File: src/rtl/sam8_sampler.sv
// Oversampling majority-vote sampler: it synchronises a slow, noisy serial line, counts the ones
// in each OVERSAMPLE-cycle window and emits one de-glitched bit per window, along with a divided sample clock.
module sam8_sampler #(
  parameter int OVERSAMPLE  = 8,
  parameter int HI_TH       = 5,
  parameter int LO_TH       = 3,
  parameter int SYNC_STAGES = 2,
  parameter bit IDLE_LEVEL  = 1'b1
) (
  input  logic clk,
  input  logic rst,
  input  logic in,
  output logic clkout,
  output logic out,
  output logic out_stb
);

  localparam int PW = $clog2(OVERSAMPLE);
  localparam int OW = $clog2(OVERSAMPLE + 1);

  localparam logic [PW-1:0] PHASE_LAST = PW'(OVERSAMPLE - 1);
  localparam logic [PW-1:0] PHASE_HALF = PW'(OVERSAMPLE / 2);
  localparam logic [OW-1:0] HI_CNT     = OW'(HI_TH);
  localparam logic [OW-1:0] LO_CNT     = OW'(LO_TH);

  if (!(LO_TH < HI_TH && HI_TH <= OVERSAMPLE)) begin : g_bad_thresholds
    $error("sam8_sampler: require LO_TH < HI_TH <= OVERSAMPLE");
  end
  if (OVERSAMPLE < 4 || (OVERSAMPLE & (OVERSAMPLE - 1)) != 0) begin : g_bad_oversample
    $error("sam8_sampler: OVERSAMPLE must be a power of two and at least 4");
  end
  if (SYNC_STAGES < 2) begin : g_bad_sync
    $error("sam8_sampler: SYNC_STAGES must be at least 2");
  end

  logic [SYNC_STAGES-1:0] sync;
  logic                   s;
  logic [PW-1:0]          phase;
  logic [OW-1:0]          ones;
  logic [OW-1:0]          total;

  // NOTE: the chain resets to the idle level, so a line that is idle at release counts as idle rather than as a burst of zeros.
  always_ff @(posedge clk or posedge rst) begin
    if (rst) begin
      sync <= {SYNC_STAGES{IDLE_LEVEL}};
    end else begin
      sync <= {sync[SYNC_STAGES-2:0], in};
    end
  end

  assign s = sync[SYNC_STAGES-1];

  // Adding the current sample makes the window exactly OVERSAMPLE samples. The count cannot exceed OVERSAMPLE.
  assign total = ones + OW'(s);

  // NOTE: non-blocking assignments let every register read the pre-edge values, so phase, ones and out stay in step.
  always_ff @(posedge clk or posedge rst) begin
    if (rst) begin
      phase   <= '0;
      ones    <= '0;
      clkout  <= 1'b0;
      out     <= IDLE_LEVEL;
      out_stb <= 1'b0;
    end else begin
      // High while the updated phase is 1..OVERSAMPLE/2, so clkout rises one clk after out updates.
      clkout <= (phase < PHASE_HALF);
      if (phase == PHASE_LAST) begin
        phase   <= '0;
        ones    <= '0;
        out_stb <= 1'b1;
        if (total >= HI_CNT) begin
          out <= 1'b1;
        end else if (total <= LO_CNT) begin
          out <= 1'b0;
        end
      end else begin
        phase   <= phase + 1'b1;
        ones    <= total;
        out_stb <= 1'b0;
      end
    end
  end

endmodule

File: config.mk
export PLATFORM = sky130hd
export DESIGN_NAME = sam8_sampler
export DESIGN_NICKNAME = d
export VERILOG_FILES = /design/src/rtl/sam8_sampler.sv
export SDC_FILE = /design/constraint.sdc
export NUM_CORES = 1
export LEC_CHECK = 0
export BUFFER_PORTS_ARGS = -buffer_cell sky130_fd_sc_hd__buf_2
export CAP_MARGIN = 20
export CORE_AREA = 2 2 39 41
export CTS_CLUSTER_DIAMETER = 60
export CTS_CLUSTER_SIZE = 8
export DETAILED_ROUTE_END_ITERATION = 10
export DIE_AREA = 0 0 41 43
export GPL_TIMING_DRIVEN = 0
export MAX_ROUTING_LAYER = met4
export PLACE_DENSITY = 0.57
export RECOVER_POWER = 25
export SYNTH_ARGS = -nofsm -noshare
export SYNTH_HDL_FRONTEND = slang
export SYNTH_SLANG_ARGS = --single-unit
export TNS_END_PERCENT = 20
File: constraint.sdc
create_clock -name clk -period 2 [get_ports clk]
set_input_delay 0.4 -clock clk [delete_from_list [all_inputs] [get_ports clk]]
set_output_delay 0.4 -clock clk [all_outputs]
set_load 0.1 [all_outputs]
==> out/metrics.cfg <==
[finish]
fin_cells = 56
antenna-diode-count = 0
fin_nets = 48
area.growth.synth_to_final_pct = 18.47
final_util_pct = 37.70
drive_gt1_share_pct = 30.00

[clock_tree]
cts_buffers = 3
clk_pin_slew_ps = 70
cts_tree = done
ctsHoldBuffers = 0
post_cts_buffers = 0
cts_root_buf = clkbuf_4
postCtsResizedCells = 0
cts.sinks = 12
worstSkewPairLatency_ps = 270
clk_path_buf_depth = 2
h-tree-depth = 1

[synth]
yosys.cell_types.count = 12
synth_edf_count = 0
yosys.cell_count.top_type = dfrtp_1
netlist_top_cells_count = 9 x dfrtp_1, 4 x ha_1, 4 x nor2_1
synth_top_area_cell = dfrtp_1
synth.top_cell.area_share_pct = 51.14
syn_nets = 38
seq_area_frac_synth_pct = 69.03
synth_area_um2 = 440.4
async_reset_ff_share_pct = 100.0
syn_avg_cell_area_um2 = 14.21
yosys_warnings = 0
synth_cells = 31
ys.flop_type = dfrtp_1
ys_top_cells_by_area = dfrtp_1 51%, dfstp_2 18%, ha_1 11%, and2b_1 5.1%, nor2_1 3.4%
ys_seq_elements = 12

[global_route]
overflow = 0
antenna_found_initial = 0
grt_max_degree = 13
grt_pass1_wl_um = 1035
grtUsageTotal_pct = 9.864
grt_pass1_vias = 271

[drt]
postRouteAntennaNets = 0
drtIter0Drc = 6
vias_per_cell = 4.482
first_pass_iters = 5
remaining_drc_errors = 0
vias = 251
wl_per_cell_um = 10.55
drt_wl_total_um = 591

[power]
p_seq_share_pct = 47.7
p_sw_mw = 0.1733
cellLeakagePower_nw = 0.2629
power_density_mw_per_mm2 = 1084
clkPwrFrac_pct = 33.8
switching_share_pct = 30.63
total_power_mw = 0.5658
power.internal_mw = 0.3925
p_comb_share_pct = 18.5
vdd_drop_max_uv = 372.7

[job]
drv_cap = 0

[worst_setup_path]
critPathBufInv = 1
critPathRequiredTime_ps = 1600
crit_chain = buf_2
critPathCaptureType = output pin
crit_slowest_cell = dfstp_2
path_class = flop to output pin
critical_path.max_stage_delay_ps = 550
critPathMaxFanout = 3
crit_family = flip-flops
crit_path_start_kind = flop
cp.arrival_ps = 1240

[floorplan]
row_count = 14
die_h_um = 43
initial_core_util_pct = 31.83
ios = 6
die_w_um = 41
die_area_mm2 = 0.001763
core_mm2 = 0.001384

[status]
status = finished, final reports clean

[sta]
fin_setup_tns_ps = 0
fin_crit_sh_pct = 82.21
setup_viol = 0
max_slew.worst_pin.slew_ps = 483.9
clock.fmax_ghz = 0.6082
grt_setup_unrepaired = false
period_minus_slack_ps = 1644
drv_slew = 0
slew_headroom_pct = 67.96
finalHoldViolations = 0
fin_skew_ps = 1.707

[place]
port_buffers = 5
dp.cells = 52
place.gp.congestion = 0.6327

[worst_hold_path]
hold_class = input pin to asynchronous set/reset pin

## final timing paths
check	cells past startpoint	startpoint	slack, ps	end
setup / recovery	1	out	360	out
setup reg to reg	5	sync[1]	580	out
min in group clk	1	in	220	sync[0]
hold / removal	2	rst	110	ones[3]
hold reg to reg	0	sync[0]	360	sync[1]
max in group asynchronous	2	rst	1560	out
## final cells by class
cell class / instances / area (µm²)
Timing Repair Buffer: 5 / 25.02
Clock buffer: 4 / 36.28
Sequential cell: 12 / 304.0
Inverter: 2 / 7.507
Tap cell: 16 / 20.02
Fill cell: 132 / 862.1
Multi-Input combinational cell: 17 / 128.9
## power groups by stage
stage                     clock network (mW)  registers (mW)  logic (mW)
final                                  0.191           0.270       0.105
after global placement                     0           0.273       0.102
after detailed placement                   0           0.275       0.105
after CTS                              0.194           0.271       0.105
after global routing                   0.206           0.272       0.111
after floorplan                            0           0.340      0.0236
## layer usage
metal | up-vias | part of all wire, % | track usage (%)
met5 | - | 0 | -
li1 | 119 | - | -
met4 | 0 | 3.2 | 8.000
met1 | 120 | 37 | 9.589
met2 | 10 | 51 | 14.06
met3 | 2 | 8.1 | 4.712
## cell families (layout without fill, tap and decap cells)
family / after synthesis / in the layout / share of synthesized area, %
simple gates: 9 / 9 / 10.79
flops: 12 / 12 / 69.04
buf+inv: 2 / 11 / 1.705
xor+xnor: 2 / 2 / 3.978
fa+ha+maj: 4 / 4 / 11.36
compound gates: 2 / 2 / 3.124
## placed cells by master, fill, tap and decap left out
master,count
dfrtp_1,9
buf_2,5
nor2_1,4
ha_1,4
and2b_1,3
clkbuf_4,3
dfstp_2,3
inv_1,2
xnor2_1,1
nand3_1,1
xor2_1,1
nor3_1,1
a211o_1,1
o21ai_0,1
clkbuf_8,1
## registers in the layout, indices dropped and copies added (netlist names)
register	flops
ones	4
phase	3
sync	2
clkout	1
out	1
out_stb	1
## per-stage QoR
step	hold slack [ps]	worst slack (ps)	area, µm²
final	110.8	355.9	521.8
after global routing	151.1	322.8	521.8
after CTS	130.1	346.6	521.8
after detailed placement	349.0	598.5	485.5
after global placement	346.2	660.0	485.5
after floorplan	262.6	658.2	440.4
Note: power is estimated with default switching activity, not from simulation.
